$ cat config.mk
export PLATFORM = sky130hd
export DESIGN_NAME = wb_traffic_initiator_flat
export DESIGN_NICKNAME = d
export VERILOG_FILES = /design/src/rtl/wb_traffic_initiator_if.sv /design/src/rtl/wb_traffic_initiator.sv /design/src/flat_wrapper.sv
export SDC_FILE = /design/constraint.sdc
export NUM_CORES = 1
export LEC_CHECK = 0
export CAP_MARGIN = 20
export CORE_UTILIZATION = 48
export DETAILED_ROUTE_END_ITERATION = 10
export GPL_ROUTABILITY_DRIVEN = 0
export PLACE_DENSITY_LB_ADDON = 0.3
export SLEW_MARGIN = 20
export SYNTH_ARGS = -nofsm -noshare
export SYNTH_HDL_FRONTEND = slang
export SYNTH_SLANG_ARGS = --single-unit
$ cat constraint.sdc
create_clock -name clock -period 4.5 [get_ports clock]
set_input_delay 0.45 -clock clock [delete_from_list [all_inputs] [get_ports clock]]
set_output_delay 0.45 -clock clock [all_outputs]
set_load 0.01 [all_outputs]
$ cat src/rtl/wb_traffic_initiator_if.sv
// Wishbone initiator-side bus bundle used by wb_traffic_initiator.
// Signals:
//   i_adr, i_dat_w, i_cyc, i_stb, i_we, i_sel : initiator -> fabric
//   i_dat_r, i_ack, i_err                     : fabric -> initiator
interface wb_traffic_initiator_if #(
  parameter int unsigned ADDR_WIDTH = 32,
  parameter int unsigned DATA_WIDTH = 32
);
  localparam int unsigned SEL_W = DATA_WIDTH / 8;

  logic [ADDR_WIDTH-1:0] i_adr;
  logic [DATA_WIDTH-1:0] i_dat_w;
  logic [DATA_WIDTH-1:0] i_dat_r;
  logic                  i_cyc;
  logic                  i_stb;
  logic                  i_we;
  logic [SEL_W-1:0]      i_sel;
  logic                  i_ack;
  logic                  i_err;

  modport master (
    output i_adr, i_dat_w, i_cyc, i_stb, i_we, i_sel,
    input  i_dat_r, i_ack, i_err
  );

  modport slave (
    input  i_adr, i_dat_w, i_cyc, i_stb, i_we, i_sel,
    output i_dat_r, i_ack, i_err
  );
endinterface

$ cat src/rtl/wb_traffic_initiator.sv
// Wishbone traffic generator: issues N_TXN writes and N_TXN reads, rotating
// round-robin over N_TARGETS, and checks read data against the write pattern.
// Ports:
//   clock, reset   : clock, synchronous active-high reset
//   bus            : Wishbone initiator bundle (master modport)
//   start          : single-cycle run request (ignored while busy)
//   busy, done     : run in progress / sticky run-complete
//   txn_count      : completed transactions (wraps)
//   err_count      : read mismatches plus error responses (saturates)
//   timeout        : sticky, a transaction was aborted waiting for ack/err
//   protocol_err   : sticky, ack/err while idle or ack and err together
module wb_traffic_initiator #(
  parameter int unsigned ADDR_WIDTH = 32,
  parameter int unsigned DATA_WIDTH = 32,
  parameter int unsigned N_TARGETS  = 2,
  parameter int unsigned ID         = 0,
  parameter int unsigned N_TXN      = 16,
  parameter int unsigned MODE       = 0,
  parameter int unsigned TIMEOUT    = 255
) (
  input  logic                  clock,
  input  logic                  reset,
  wb_traffic_initiator_if.master bus,
  input  logic                  start,
  output logic                  busy,
  output logic                  done,
  output logic [15:0]           txn_count,
  output logic [7:0]            err_count,
  output logic                  timeout,
  output logic                  protocol_err
);
  localparam int unsigned SEL_W  = DATA_WIDTH / 8;
  localparam int unsigned WAIT_W = (TIMEOUT < 2) ? 1 : $clog2(TIMEOUT);
  localparam logic [7:0]        LAST_K    = 8'(N_TXN - 1);
  localparam logic [WAIT_W-1:0] LAST_WAIT = WAIT_W'(TIMEOUT - 1);

  typedef enum logic [1:0] {S_IDLE, S_ACTIVE, S_GAP, S_DONE} state_t;

  state_t            state;
  logic [7:0]        k;
  logic              phase_rd;
  logic [WAIT_W-1:0] wait_cnt;

  logic [7:0] adv_k;
  logic       adv_rd;
  logic       adv_last;
  logic [7:0] l_k;
  logic       l_rd;

  // Target select in the top nibble, initiator ID below it, index in the low byte.
  function automatic logic [ADDR_WIDTH-1:0] make_adr(input logic [7:0] kk);
    logic [ADDR_WIDTH-1:0] a;
    a = '0;
    a[ADDR_WIDTH-1 -: 4] = 4'(32'(kk) % N_TARGETS);
    a[ADDR_WIDTH-5 -: 4] = 4'(ID);
    a[7:0]               = kk;
    return a;
  endfunction

  function automatic logic [DATA_WIDTH-1:0] pattern(input logic [7:0] kk);
    logic [DATA_WIDTH-1:0] p;
    p       = '0;
    p[15:0] = {4'(ID), 4'hA, kk};
    return p;
  endfunction

  function automatic logic [7:0] sat_inc(input logic [7:0] v);
    return (v == 8'hFF) ? v : v + 8'd1;
  endfunction

  // Index/phase sequencing applied when leaving GAP.
  always_comb begin
    adv_k    = k;
    adv_rd   = phase_rd;
    adv_last = 1'b0;
    if (MODE == 0) begin
      if (k == LAST_K) begin
        adv_k    = 8'd0;
        adv_rd   = 1'b1;
        adv_last = phase_rd;
      end else begin
        adv_k = k + 8'd1;
      end
    end else begin
      if (!phase_rd) begin
        adv_rd = 1'b1;
      end else if (k == LAST_K) begin
        adv_last = 1'b1;
      end else begin
        adv_k  = k + 8'd1;
        adv_rd = 1'b0;
      end
    end
  end

  // Transaction to launch next: first write of a run, or the advanced index.
  always_comb begin
    l_k  = 8'd0;
    l_rd = 1'b0;
    if (state == S_GAP) begin
      l_k  = adv_k;
      l_rd = adv_rd;
    end
  end

  always_ff @(posedge clock) begin
    if (reset) begin
      state        <= S_IDLE;
      k            <= 8'd0;
      phase_rd     <= 1'b0;
      wait_cnt     <= '0;
      bus.i_adr    <= '0;
      bus.i_dat_w  <= '0;
      bus.i_cyc    <= 1'b0;
      bus.i_stb    <= 1'b0;
      bus.i_we     <= 1'b0;
      bus.i_sel    <= '0;
      busy         <= 1'b0;
      done         <= 1'b0;
      txn_count    <= 16'd0;
      err_count    <= 8'd0;
      timeout      <= 1'b0;
      protocol_err <= 1'b0;
    end else begin
      case (state)
        S_IDLE, S_DONE: begin
          if (start) begin
            done         <= 1'b0;
            txn_count    <= 16'd0;
            err_count    <= 8'd0;
            timeout      <= 1'b0;
            protocol_err <= 1'b0;
            busy         <= 1'b1;
            k            <= l_k;
            phase_rd     <= l_rd;
            wait_cnt     <= '0;
            bus.i_cyc    <= 1'b1;
            bus.i_stb    <= 1'b1;
            bus.i_sel    <= {SEL_W{1'b1}};
            bus.i_we     <= ~l_rd;
            bus.i_adr    <= make_adr(l_k);
            bus.i_dat_w  <= l_rd ? '0 : pattern(l_k);
            state        <= S_ACTIVE;
          end
        end
        S_ACTIVE: begin
          if (bus.i_err) begin
            // err wins over a simultaneous ack, which is itself a protocol fault
            txn_count <= txn_count + 16'd1;
            err_count <= sat_inc(err_count);
            if (bus.i_ack) protocol_err <= 1'b1;
            bus.i_cyc <= 1'b0;
            bus.i_stb <= 1'b0;
            bus.i_sel <= '0;
            state     <= S_GAP;
          end else if (bus.i_ack) begin
            txn_count <= txn_count + 16'd1;
            if (phase_rd && (bus.i_dat_r != pattern(k))) err_count <= sat_inc(err_count);
            bus.i_cyc <= 1'b0;
            bus.i_stb <= 1'b0;
            bus.i_sel <= '0;
            state     <= S_GAP;
          end else if (wait_cnt == LAST_WAIT) begin
            // abort: the cycle has now been held TIMEOUT cycles
            timeout   <= 1'b1;
            busy      <= 1'b0;
            done      <= 1'b1;
            bus.i_cyc <= 1'b0;
            bus.i_stb <= 1'b0;
            bus.i_sel <= '0;
            state     <= S_DONE;
          end else begin
            wait_cnt <= wait_cnt + WAIT_W'(1);
          end
        end
        S_GAP: begin
          if (adv_last) begin
            busy  <= 1'b0;
            done  <= 1'b1;
            state <= S_DONE;
          end else begin
            k           <= l_k;
            phase_rd    <= l_rd;
            wait_cnt    <= '0;
            bus.i_cyc   <= 1'b1;
            bus.i_stb   <= 1'b1;
            bus.i_sel   <= {SEL_W{1'b1}};
            bus.i_we    <= ~l_rd;
            bus.i_adr   <= make_adr(l_k);
            bus.i_dat_w <= l_rd ? '0 : pattern(l_k);
            state       <= S_ACTIVE;
          end
        end
        default: state <= S_IDLE;
      endcase

      // Stray termination while no cycle is open; placed last so it wins over a start clear.
      if ((bus.i_ack || bus.i_err) && !bus.i_cyc) protocol_err <= 1'b1;
    end
  end
endmodule

$ cat src/flat_wrapper.sv
// flat-port wrapper written by rule: the top's interface ports become plain ports
module wb_traffic_initiator_flat 
#(
  parameter int unsigned ADDR_WIDTH = 32,
  parameter int unsigned DATA_WIDTH = 32,
  parameter int unsigned N_TARGETS  = 2,
  parameter int unsigned ID         = 0,
  parameter int unsigned N_TXN      = 16,
  parameter int unsigned MODE       = 0,
  parameter int unsigned TIMEOUT    = 255
)
  (clock, reset, start, busy, done, txn_count, err_count, timeout, protocol_err, bus_i_adr, bus_i_dat_w, bus_i_cyc, bus_i_stb, bus_i_we, bus_i_sel, bus_i_dat_r, bus_i_ack, bus_i_err);
  wb_traffic_initiator_if #(.ADDR_WIDTH(ADDR_WIDTH), .DATA_WIDTH(DATA_WIDTH)) bus_i ();
  input  logic clock;
  input  logic reset;
  input  logic start;
  output logic busy;
  output logic done;
  output logic [15:0] txn_count;
  output logic [7:0] err_count;
  output logic timeout;
  output logic protocol_err;
  output wire logic [$bits(bus_i.i_adr)-1:0] bus_i_adr;
  output wire logic [$bits(bus_i.i_dat_w)-1:0] bus_i_dat_w;
  output wire logic [$bits(bus_i.i_cyc)-1:0] bus_i_cyc;
  output wire logic [$bits(bus_i.i_stb)-1:0] bus_i_stb;
  output wire logic [$bits(bus_i.i_we)-1:0] bus_i_we;
  output wire logic [$bits(bus_i.i_sel)-1:0] bus_i_sel;
  input wire logic [$bits(bus_i.i_dat_r)-1:0] bus_i_dat_r;
  input wire logic [$bits(bus_i.i_ack)-1:0] bus_i_ack;
  input wire logic [$bits(bus_i.i_err)-1:0] bus_i_err;
  assign bus_i_adr = bus_i.i_adr;
  assign bus_i_dat_w = bus_i.i_dat_w;
  assign bus_i_cyc = bus_i.i_cyc;
  assign bus_i_stb = bus_i.i_stb;
  assign bus_i_we = bus_i.i_we;
  assign bus_i_sel = bus_i.i_sel;
  assign bus_i.i_dat_r = bus_i_dat_r;
  assign bus_i.i_ack = bus_i_ack;
  assign bus_i.i_err = bus_i_err;
  wb_traffic_initiator #(.ADDR_WIDTH(ADDR_WIDTH), .DATA_WIDTH(DATA_WIDTH), .N_TARGETS(N_TARGETS), .ID(ID), .N_TXN(N_TXN), .MODE(MODE), .TIMEOUT(TIMEOUT)) u_core (.clock(clock), .reset(reset), .bus(bus_i), .start(start), .busy(busy), .done(done), .txn_count(txn_count), .err_count(err_count), .timeout(timeout), .protocol_err(protocol_err));
endmodule
======== After elaboration in Yosys (flattened, before gate mapping) ========
Index checks and enable logic that the tools add are counted.
storage, ports and cells
  input bits .............................. 37
  output and inout port bits .............. 99
  register bits ........................... 117
cells by class
  multiplexer cells ....................... 69
  $add $sub $neg .......................... 4
  bitwise operators ....................... 1
  reduce and logical (&&, ||, !) cells .... 18
  eq/ne operators ......................... 20
operators with widths
  kind                   count
  $mux 32                4
  $pmux 32 s2            2
  $mux 8                 13
  $mux 16                3
  $ne 32x12->1           1
  $pmux 16 s2            1
  $pmux 8 s2             2
  $add 8x1->8 const B    3
  $pmux 8 s3             1
  $mux 1                 23
  $mux 4                 5
  $add 16x1->16 const B  1
  $eq 8x8->1 const B     2
  $reduce_and 5->1       3
  $mux 12                1
  $ne 3x2->1 const B     4
  $pmux 4 s3             1
  $mux 2                 5
  $ne 2x2->1 const B     5
  $pmux 1 s3             3
  $reduce_and 3->1       3
  $eq 8x4->1 const B     1
  $pmux 1 s2             4
  $reduce_and 4->1       2
  other kinds (15)       19

======== Logic depth before layout (Yosys ltp) ========
Gate-level depths: netlist of run 1.
  depth in word-level cells ............... 6
  depth in mapped cells ................... 9

======== Worst setup path after synthesis of run 1 ========
No wires, ideal clock.
  path kind ............................... register -> register
  start ................................... reg u_core.state[0]
  end ..................................... reg u_core.err_count[4]
  arrival time ............................ 1.982 ns
  setup time .............................. 0.071 ns
  buffers on the path ..................... 1
  cell stages (with the launch flop) ...... 9
  required time ........................... 4.429 ns
  slack ................................... 2.447 ns
  cells stage by stage .................... dfxtp_1 inv_1 ha_1 nor2b_1 nor4_4 nand2_2 buf_6 or4_1 a21oi_1
between the ends
  cells in the longest elaborated chain, start to end .. 4
  elaborated cells on any way between the ends .. 10
  classes of those cells .................. eq/ne (5); mux (1); reduce/logical (4)
ends and longest elaborated chain
  what                                                                     line                         RTL
  start, declared                                                          wb_traffic_initiator.sv:39   state_t state;
  start signal, assigned                                                   wb_traffic_initiator.sv:108  state <= S_IDLE;
  start signal, assigned                                                   wb_traffic_initiator.sv:143  state <= S_ACTIVE;
  start signal, assigned                                                   wb_traffic_initiator.sv:155  state <= S_GAP;
  $eq 2x2->1 / $logic_not 2->1 (equally long branches)                     wb_traffic_initiator.sv:125  case (state)
  $reduce_or 2->1                                                          wb_traffic_initiator.sv:125
  $ne 2x2->1 (no source line) / $reduce_bool 2->1 (equally long branches)  n/a
  $reduce_and 4->1 (no source line)                                        n/a
  end signal, assigned                                                     wb_traffic_initiator.sv:150  err_count <= sat_inc(err_count);
  end signal, assigned                                                     wb_traffic_initiator.sv:158  if (phase_rd && (bus.i_dat_r != pattern(k))) err_count <= sat_inc(err_count);
  end, declared                                                            wb_traffic_initiator.sv:28   output logic [7:0] err_count,
Several ways; a longest one is shown, not always the timed one.
A chain may end at the register's enable or synchronous reset.

======== Worst setup path after layout of run 1 ========
  start ................................... reg u_core.state[0]
  end ..................................... reg u_core.wait_cnt[7]
between the ends
  cells in the longest elaborated chain, start to end .. 4
  elaborated cells on any way between the ends .. 12
  classes of those cells .................. eq/ne (8); mux (1); reduce/logical (3)
ends and longest elaborated chain
  what                                                  line                         RTL
  $eq 2x2->1 / $logic_not 2->1 (equally long branches)  wb_traffic_initiator.sv:125
  $reduce_or 2->1                                       wb_traffic_initiator.sv:125
  $ne 2x2->1 (no source line)                           n/a
  $reduce_and 5->1 (no source line)                     n/a
  end signal, assigned                                  wb_traffic_initiator.sv:173  wait_cnt <= wait_cnt + WAIT_W'(1);
  end, declared                                         wb_traffic_initiator.sv:42   logic [WAIT_W-1:0] wait_cnt;
Several ways; a longest one is shown, not always the timed one.

==> impl_metrics.csv, run 1 <==
group,metric,value,unit
run_status,status,"completed",
sta,fin_crit,2.57,ns
route,wire_per_inst,13.8,um
synthesis,post-synth-top-count-cell,"dfxtp_1",
route,wirelength,8.04,mm
cts,cts_resized,0,
layout,fin_nets,527,
route,via_per_inst,5.27,
cts,post_cts_buffers,0,
global_route,grt_pass1_wl,13.2,mm
worst_setup_path,worstPathArrival,2.84,ns
flow_run,cap_violations,0,
synthesis,synth_top_area_cell,"dfxtp_1",
route,drcViolationCount,0,
power_and_ir_drop,ir_worst_vdd,0.242,mV
synthesis,synthCells,410,
power_and_ir_drop,leakage,1.59,nW
synthesis,yosysSeqAreaShare,32.9,%
synthesis,synth.cell_area,3470,um^2
synthesis,synth_common_cells,"dfxtp_1, nor2_1, buf_4",
synthesis,dominantRegCellSynth,"dfxtp_1",
worst_hold_path,hold_depth,2,
sta,holdWs,0.479,ns
route,drt_first_pass_iters,4,
synthesis,yosys_warnings,0,
worst_setup_path,crit_path_max_incr_delay,0.66,ns
worst_setup_path,rr_worst_depth,7,
synthesis,ys_ff_latch,57,
worst_setup_path,cp_top_family,"simple AND/OR/NAND/NOR gates",
layout,syn2layout_area_growth,26.0,%
floorplanning,ioPinCount,136,
worst_setup_path,start_kind,"register",
global_route,grt_overflow,0,
synthesis,synth.distinct_cells,56,
worst_setup_path,crit_type,"register to register",
sta,fmax,389,MHz
cts,cts_buffer_depth,2,
global_route,grt_pass1_vias,2834,
synthesis,synthTopCellsByArea,"dfxtp_1, buf_4, nor2_1",
worst_setup_path,end_kind,"register",
route,drt_iter0_markers,119,
cts,cts-root-buf,"clkbuf_8",
worst_setup_path,critPathBufInv,1,
worst_setup_path,slowest_stage,"ha_1",
floorplanning,die-area,7570,um^2
cts,insertion_delay,0.33,ns
layout,drive_gt1_share,6.35,%
power_and_ir_drop,p_per_area,328,nW/um^2
worst_setup_path,cp.depth,7,
sta,slew_violations,0,
sta,worst_slew_margin_rel,31.5,%
layout,post-route-util,63.6,%
synthesis,async_flop_share,0,%
floorplanning,die_x,87.0,um
sta,fin_crit_sh,57.2,%
sta,setup_viol,0,
layout,fin_area,4370,um^2
route,via_count,3076,
synthesis,synth_edf_count,0,
global_route,grtUsageTotal,21.7,%
cts,hold_buffers,0,
worst_hold_path,hold_path_class,"register to register",
worst_setup_path,crit_path_max_fanout,18,
global_route,antenna_found_initial,0,
sta,tightest_slew,1.03,ns
worst_setup_path,worstPathRequired,4.77,ns
worst_setup_path,reg2reg_slack,1.93,ns
sta,rsz0062_at_grt,"no",
layout,antenna_cells,0,
placed_design,place_area,4180,um^2
sta,hold_viol_final,0,
cts,clk_pin_slew_worst_paths,0.06,ns
cts,cts_tree,"built",
floorplanning,start_util,50.5,%
route,antenna_left,0,
synthesis,synth.avg_cell_area,8.46,um^2
cts,htreeDepth,3,
power_and_ir_drop,power,1.43,mW
sta,setup_tns,0,ns
synthesis,synthDominantCellAreaShare,32.9,%
global_route,grt_max_degree,32,
worst_setup_path,path_cells,"inv_1, ha_1, nand2_1, nor3_4, o31ai_1, a311oi_1, a41o_1",
floorplanning,core.rowCount,30,
floorplanning,core-area,6870,um^2
floorplanning,die_h,87.0,um
placed_design,port_buffers,90,
placed_design,hpwl,5.95,mm
cts,cts_buffers,9,
cts,clock-sinks,57,
sta,skew,0.00836,ns
cell usage in the layout (no fill, tap or decap), types with 5 or more instances in the layout:
cell type / instances
nand4b_1: 5
nor4b_1: 5
mux2i_1: 5
inv_1: 10
ha_1: 7
nand2_1: 14
xnor2_1: 18
nand4_1: 16
dfxtp_1: 57
clkdlybuf4s50_1: 90
conb_1: 45
xor2_1: 15
o31ai_1: 5
a21oi_1: 15
nand3_1: 16
a22oi_1: 12
nor3_1: 7
nor2_1: 54
clkbuf_8: 10
nor4_1: 8
o21ai_0: 13
layer usage:
layer / global-route usage, % / vias to the layer above / wire, um
met3: 4.83 / 6 / 444
met5: 0 / - / 0
met4: 5.15 / 0 / 43
met1: 27.8 / 1453 / 3500
li1: - / 1519 / -
met2: 37.1 / 98 / 4060
registers in the layout (all words and copies together), names as in the netlist:
| name | count |
|---|---|
| u_core.state | 2 |
| u_core.bus.i_dat_w | 9 |
| u_core.bus.i_sel | 1 |
| u_core.bus.i_adr | 1 |
| u_core.k | 7 |
| u_core.phase_rd | 1 |
| u_core.busy | 1 |
| u_core.timeout | 1 |
| u_core.wait_cnt | 8 |
| u_core.err_count | 8 |
| u_core.protocol_err | 1 |
| u_core.txn_count | 16 |
| u_core.done | 1 |
where the power goes:
| part | switching, mW | total [mW] | internal (mW) |
|---|---|---|---|
| Clock | 0.204 | 0.471 | 0.267 |
| Sequential | 0.0263 | 0.557 | 0.531 |
| Combinational | 0.230 | 0.407 | 0.177 |
| Total | 0.460 | 1.43 | 0.974 |
cell type report:
cell class / instances / area [um^2]
clock inverters: 6 / 57.6
inverters: 10 / 37.5
multi-input cells: 312 / 1950
repair buffers: 93 / 923
clock buffers: 10 / 138
flip-flops and latches: 57 / 1140
well taps: 96 / 120
fillers: 611 / 2500
stage by stage:
stage | worst slack (ns) | cells
after floorplan | 2.45 | 454
after global placement | 1.95 | 568
after detailed placement | 1.88 | 568
after CTS | 1.93 | 584
after global routing | 1.65 | 584
final | 1.93 | 584
path summary, 6_finish.rpt:
| path | startpoint | endpoint |
|---|---|---|
| max | u_core.state[0] | u_core.wait_cnt[7] |
| min | u_core.state[1] | u_core.state[1] |
| max reg2reg | u_core.state[0] | u_core.wait_cnt[7] |
| min reg2reg | u_core.state[1] | u_core.state[1] |
worst min-delay path, cell delays in order (launching register included):
cell	delay [ns]
dfxtp_1	0.33
nand2_1	0.06
a21oi_1	0.05
cell families (layout without fill, tap and decap cells):
logic type | after synthesis | count (layout) | synth area share [%]
mux | 6 | 6 | 1.77
flops | 57 | 57 | 32.9
compound gates | 66 | 66 | 13.1
xor+xnor | 33 | 33 | 8.33
other cells | 1 | 45 | 0.108
fa+ha+maj | 7 | 7 | 2.53
simple gates | 155 | 155 | 25.5
buf+inv | 85 | 119 | 15.7
Note: power is estimated with default switching activity, not from simulation.
==> run 2, diff against run 1 <==
--- a/config.mk
+++ b/config.mk
@@ -6,7 +6,7 @@
 export NUM_CORES = 1
 export LEC_CHECK = 0
 export CAP_MARGIN = 20
-export CORE_UTILIZATION = 48
+export CORE_UTILIZATION = 44
 export DETAILED_ROUTE_END_ITERATION = 10
 export GPL_ROUTABILITY_DRIVEN = 0
 export PLACE_DENSITY_LB_ADDON = 0.3
==> constraint.sdc (replaced) <==
create_clock -name clock -period 2.4 [get_ports clock]
set_input_delay 0.24 -clock clock [delete_from_list [all_inputs] [get_ports clock]]
set_output_delay 0.24 -clock clock [all_outputs]
set_load 0.01 [all_outputs]
==> run 2 against run 1 <==
  * Wire length is 2.3% higher
  * Combinational power is 100% higher
  * Count of clock-buffer cells in the layout is 1 higher
  * Maximum frequency is 19% higher
  * Clock power is 110% higher
  * First-iteration DRC count is 16% lower
  * Global-route usage is 1.4 points lower
  * Largest cell class unchanged
==> impl_metrics.csv, run 2 (synthesis gave the netlist of run 1 again) <==
group,metric,value,unit
run_status,status,"completed",
worst_hold_path,hold_depth,2,
worst_setup_path,cp_top_family,"simple AND/OR/NAND/NOR gates",
cts,cts-root-buf,"clkbuf_8",
layout,top_regs,"u_core.txn_count x16, u_core.bus.i_dat_w x9",
layout,drive_gt1_share,9.49,%
floorplanning,start_util,45.1,%
floorplanning,die-area,8240,um^2
layout,syn2layout_area_growth,30.8,%
cts,cts_tree,"built",
cts,cts_buffers,9,
worst_hold_path,min_from,"u_core.state[0]",
layout,fillers,694,
sta,tightest_slew,0.862,ns
global_route,antenna_found_initial,0,
route,via_count,3134,
power_and_ir_drop,leakage,1.70,nW
worst_hold_path,hold_end,"u_core.state[0]",
cts,htreeDepth,3,
cts,hold_buffers,0,
worst_setup_path,r2r-end,"u_core.err_count[7]",
sta,setup_viol,0,
route,antenna_left,0,
sta,setup_tns,0,ns
layout,antenna_cells,0,
global_route,grt_max_degree,31,
placed_design,port_buffers,90,
sta,fin_crit,2.16,ns
worst_setup_path,slowest_stage,"or4_1",
worst_setup_path,crit_path_max_fanout,9,
layout,post-route-util,59.0,%
global_route,grt_overflow,0,
global_route,grt_pass1_wl,13.4,mm
sta,fmax,463,MHz
sta,fin_crit_sh,90.0,%
sta,worst_slew_margin_rel,42.1,%
route,drcViolationCount,0,
global_route,grt_pass1_vias,2827,
route,drt_iter0_markers,100,
layout,layout_common_cells,"clkdlybuf4s50_1, dfxtp_1, nor2_1",
layout,largest_reg_flops,16,
flow_run,cap_violations,0,
cts,insertion_delay,0.34,ns
worst_setup_path,start_kind,"register",
worst_setup_path,worstPathRequired,2.62,ns
cts,clk_pin_slew_worst_paths,0.07,ns
worst_setup_path,crit_path_max_incr_delay,0.65,ns
sta,rsz0062_at_grt,"no",
power_and_ir_drop,ir_worst_vdd,0.378,mV
sta,slew_violations,0,
route,wirelength,8.23,mm
cts,cts_buffer_depth,2,
worst_setup_path,worstPathArrival,2.38,ns
layout,layout_commonest_cell,"clkdlybuf4s50_1",
layout,fin_nets,545,
floorplanning,die_x,90.8,um
cts,post_cts_buffers,0,
cts,cts_resized,0,
worst_setup_path,rr_worst_depth,7,
power_and_ir_drop,p_per_area,631,nW/um^2
worst_hold_path,hold_path_class,"register to register",
floorplanning,ioPinCount,136,
sta,hold_viol_final,0,
worst_setup_path,crit_type,"register to register",
worst_setup_path,end_kind,"register",
floorplanning,core-area,7690,um^2
route,wire_per_inst,13.5,um
route,drt_first_pass_iters,5,
worst_setup_path,reg2reg_slack,0.24,ns
global_route,grtUsageTotal,20.3,%
worst_setup_path,r2r-start,"u_core.state[1]",
placed_design,hpwl,5.99,mm
floorplanning,core.rowCount,32,
worst_setup_path,critPathBufInv,1,
sta,skew,0.00769,ns
route,via_per_inst,5.15,
layout,regMostFlops,"u_core.txn_count",
worst_setup_path,path_cells,"inv_1, ha_1, nor4b_1, nand4_1, or4_1, nand4b_1, a21oi_1",
cts,clock-sinks,57,
floorplanning,die_h,90.8,um
==> run 2: changes by cell type in the layout (fill, tap and decap cells not counted), sizes merged <==
cell      change
clkinvlp      -1
bufinv        +1
clkinv        -1
clkbuf        +1
buf          +18
==> run 2: metrics by stage <==
| stage | hold slack (ns) | power, mW | std cells | worst slack, ns | cell area [um^2] |
|---|---|---|---|---|---|
| finish | 0.488 | 2.87 | 608 | 0.240 | 4540 |
| global route | 0.518 | 3.01 | 608 | 0.0696 | 4540 |
| floorplan | 0.369 | 1.65 | 454 | 0.347 | 3630 |
| detailed placement | 0.474 | 1.88 | 592 | 0.135 | 4320 |
| CTS | 0.495 | 2.88 | 608 | 0.232 | 4540 |
| global placement | 0.467 | 1.86 | 592 | 0.223 | 4320 |
==> run 2: worst max-delay path by stage <==
stage	from	endpoint	cells after the start
2_1_floorplan	u_core.state[0]	u_core.err_count[4]	8
3_3_place_gp	bus_i_err	u_core.err_count[3]	7
3_5_place_dp	bus_i_err	u_core.err_count[5]	6
4_1_cts	u_core.state[0]	u_core.err_count[3]	7
5_1_grt	u_core.state[1]	u_core.err_count[0]	7
6_report	u_core.state[1]	u_core.err_count[7]	7
==> run 2: cell type report <==
| type | count | area [um^2] | share of cell area (%) |
|---|---|---|---|
| inverter | 10 | 37.5 | 0.827 |
| clock buffer | 11 | 141 | 3.12 |
| clock inverter | 5 | 78.8 | 1.74 |
| tap | 102 | 128 | 2.81 |
| timing repair buffer | 111 | 1060 | 23.3 |
| multi-input combinational | 312 | 1950 | 43.0 |
| sequential | 57 | 1140 | 25.1 |
==> run 2: power by group <==
part | total (mW) | internal, mW | switching (mW)
Sequential | 1.04 | 0.995 | 0.0475
Clock | 1.00 | 0.611 | 0.392
Combinational | 0.819 | 0.378 | 0.441
==> run 2: routing by layer <==
metal / track usage (%) / part of all wire [%]
met1: 24.2 / 42
met2: 35.6 / 51
met3: 5.22 / 5.7
met4: 5.95 / 1.1
met5: 0 / 0
==> run 2: worst register-to-register path: stages (launching register included) <==
cell and delay (ns):
dfxtp_1 0.32, inv_1 0.05, ha_1 0.32, nor4b_1 0.32, nand4_1 0.15, or4_1 0.65
nand4b_1 0.16, a21oi_1 0.07
==> run 3, diff against run 2 <==
--- a/config.mk
+++ b/config.mk
@@ -6,7 +6,7 @@
 export NUM_CORES = 1
 export LEC_CHECK = 0
 export CAP_MARGIN = 20
-export CORE_UTILIZATION = 44
+export CORE_UTILIZATION = 40
 export DETAILED_ROUTE_END_ITERATION = 10
 export GPL_ROUTABILITY_DRIVEN = 0
 export PLACE_DENSITY_LB_ADDON = 0.3
==> constraint.sdc (replaced) <==
create_clock -name clock -period 1.8 [get_ports clock]
set_input_delay 0.18 -clock clock [delete_from_list [all_inputs] [get_ports clock]]
set_output_delay 0.18 -clock clock [all_outputs]
set_load 0.01 [all_outputs]
==> run 3 against run 2 <==
  * Sequential share of layout area down 2.8 points
  * Total power up 44%
  * Register-to-register slack worse by 0.29 ns
  * Non-clock buffer count up 46
  * Final cell count up 8.1%
  * Global-route usage down 0.70 points
  * Count of clock-buffer cells in the layout down 1
  * Maximum frequency up 17%
  * Critical endpoint is now u_core.err_count[3]
  * The flow now finishes with violations (negative setup slack)
  * Via count up 6.1%
==> impl_metrics.csv, run 3 (synthesis gave the netlist of run 1 again) <==
group,metric,value,unit
sta,fin_crit_sh,103,%
run_status,status,"finished with violations",
placed_design,port_buffers,90,
floorplanning,start_util,41.8,%
layout,layout_commonest_cell,"clkdlybuf4s50_1",
power_and_ir_drop,ir_worst_vdd,0.718,mV
layout,layout_common_cells,"clkdlybuf4s50_1, buf_4, dfxtp_1",
worst_setup_path,worstPathArrival,2.13,ns
worst_hold_path,hold_path_class,"register to register",
worst_setup_path,crit_type,"register to register",
cts,htreeDepth,3,
power_and_ir_drop,p_int,2.76,mW
cts,cts-root-buf,"clkbuf_8",
sta,slew_violations,0,
worst_setup_path,crit_path_max_fanout,7,
cts,insertion_delay,0.34,ns
layout,fillers,715,
flow_run,cap_violations,0,
sta,fmax,540,MHz
global_route,grt_overflow,0,
global_route,grt.met3_usage,3.91,%
placed_design,hpwl,6.39,mm
layout,largest_reg_flops,16,
layout,drive_gt1_share,23.2,%
cts,cts_tree,"built",
worst_hold_path,min_from,"u_core.err_count[7]",
layout,top_regs,"u_core.txn_count x16, u_core.bus.i_dat_w x9",
worst_setup_path,start_kind,"register",
power_and_ir_drop,switchingPower,1.37,mW
power_and_ir_drop,pwr-share-comb,37.0,%
route,wire_per_inst,13.8,um
global_route,use_met1,25.3,%
floorplanning,core-area,8300,um^2
global_route,grt_pass1_wl,13.9,mm
floorplanning,die_h,95.1,um
floorplanning,die_x,95.1,um
sta,fin_crit,1.85,ns
route,via_per_inst,5.06,
floorplanning,core.rowCount,33,
worst_setup_path,end_kind,"register",
power_and_ir_drop,p_clk_share,29.3,%
route,drt_first_pass_iters,5,
sta,hold_viol_final,0,
layout,regMostFlops,"u_core.txn_count",
worst_setup_path,rr_worst_depth,6,
layout,post-route-util,61.9,%
route,drt_iter0_markers,145,
sta,rsz0062_at_grt,"yes",
cts,clk_pin_slew_worst_paths,0.07,ns
power_and_ir_drop,power,4.13,mW
layout,syn2layout_area_growth,48.2,%
route,wirelength,9.09,mm
run_status,violations,"negative setup slack",
route,antenna_left,0,
worst_hold_path,hold_depth,2,
power_and_ir_drop,pwr-share-seq,33.7,%
worst_setup_path,startpoint,"u_core.state[1]",
sta,setup_viol,5,
cts,cts_buffers,9,
cts,cts_buffer_depth,2,
worst_setup_path,r2r-end,"u_core.err_count[3]",
global_route,antenna_found_initial,0,
sta,tightest_slew,0.567,ns
sta,holdWs,0.497,ns
worst_setup_path,r2r-start,"u_core.state[1]",
floorplanning,ioPinCount,136,
power_and_ir_drop,swShare,33.2,%
worst_setup_path,worstPathRequired,2.08,ns
power_and_ir_drop,p_per_area,803,nW/um^2
floorplanning,die-area,9050,um^2
global_route,grt_pass1_vias,2968,
global_route,grt_use_met2,31.9,%
sta,worst_slack,-0.0526,ns
layout,instances_no_fill,657,
sta,worst_slew_margin_rel,61.8,%
power_and_ir_drop,leakage,1.98,nW
route,via_count,3324,
worst_setup_path,reg2reg_slack,-0.05,ns
worst_setup_path,endpoint,"u_core.err_count[3]",
cts,clock-sinks,57,
layout,antenna_cells,0,
layout,fin_nets,591,
placed_design,dp_cells,624,
route,drcViolationCount,0,
sta,skew,0.00950,ns
global_route,grt_max_degree,24,
global_route,top_usage_layer,"met2",
global_route,grtUsageTotal,19.6,%
==> run 3: how the worst min path moves through the flow <==
stage	endpoint	slack, ns
after global placement	u_core.bus.i_dat_w[2]	0.47
after CTS	u_core.err_count[7]	0.50
after global routing	u_core.err_count[7]	0.53
after floorplan	u_core.protocol_err	0.31
final	u_core.err_count[7]	0.50
after detailed placement	u_core.bus.i_dat_w[2]	0.49
==> run 3: what timing repair did <==
item,in CTS,in global routing
endpoints found under the setup margin,36,38
gates cloned,1,1
gates resized for setup,11,37
setup buffers,10,5
pin swaps,15,15
hold buffers,0,0
==> run 3: final cells by class <==
cell class              count  area [um^2]  area share [%]
clock inverters             6         67.6            1.31
inverters                  10         40.0           0.779
repair buffers            157         1430            27.8
clock buffers              10          128            2.48
flip-flops and latches     57         1150            22.3
multi-input cells         312         2200            42.8
well taps                 105          131            2.56
==> run 3: power groups by stage <==
stage               Clock [mW]  Combinational [mW]  Sequential, mW
detailed placement           0                1.28            1.42
finish                    1.21                1.53            1.39
floorplan                    0               0.816            1.43
CTS                       1.25                1.40            1.39
global placement             0                1.26            1.41
global route              1.29                1.64            1.40
==> run 3: metal layers <==
layer  part of all wire (%)  vias up
li1                       -     1645
met1                     44     1574
met2                     50       96
met3                    4.5        9
met4                    1.1        0
met5                      0        -
==> run 3: metrics by stage <==
step	TNS, ns	worst slack [ns]	area [um^2]
floorplan	-0.0837	-0.0760	3700
global placement	-4.82	-0.245	4600
detailed placement	-6.00	-0.290	4600
CTS	-0.119	-0.0520	4940
global route	-1.62	-0.124	5140
finish	-0.127	-0.0526	5140
==> run 3: worst max-delay path, stage by stage (launching register included) <==
cell     delay [ns]
dfxtp_4        0.37
ha_4           0.24
nor2b_4        0.13
nor4_4         0.32
nand2_4        0.12
or4_4          0.49
a21oi_2        0.12
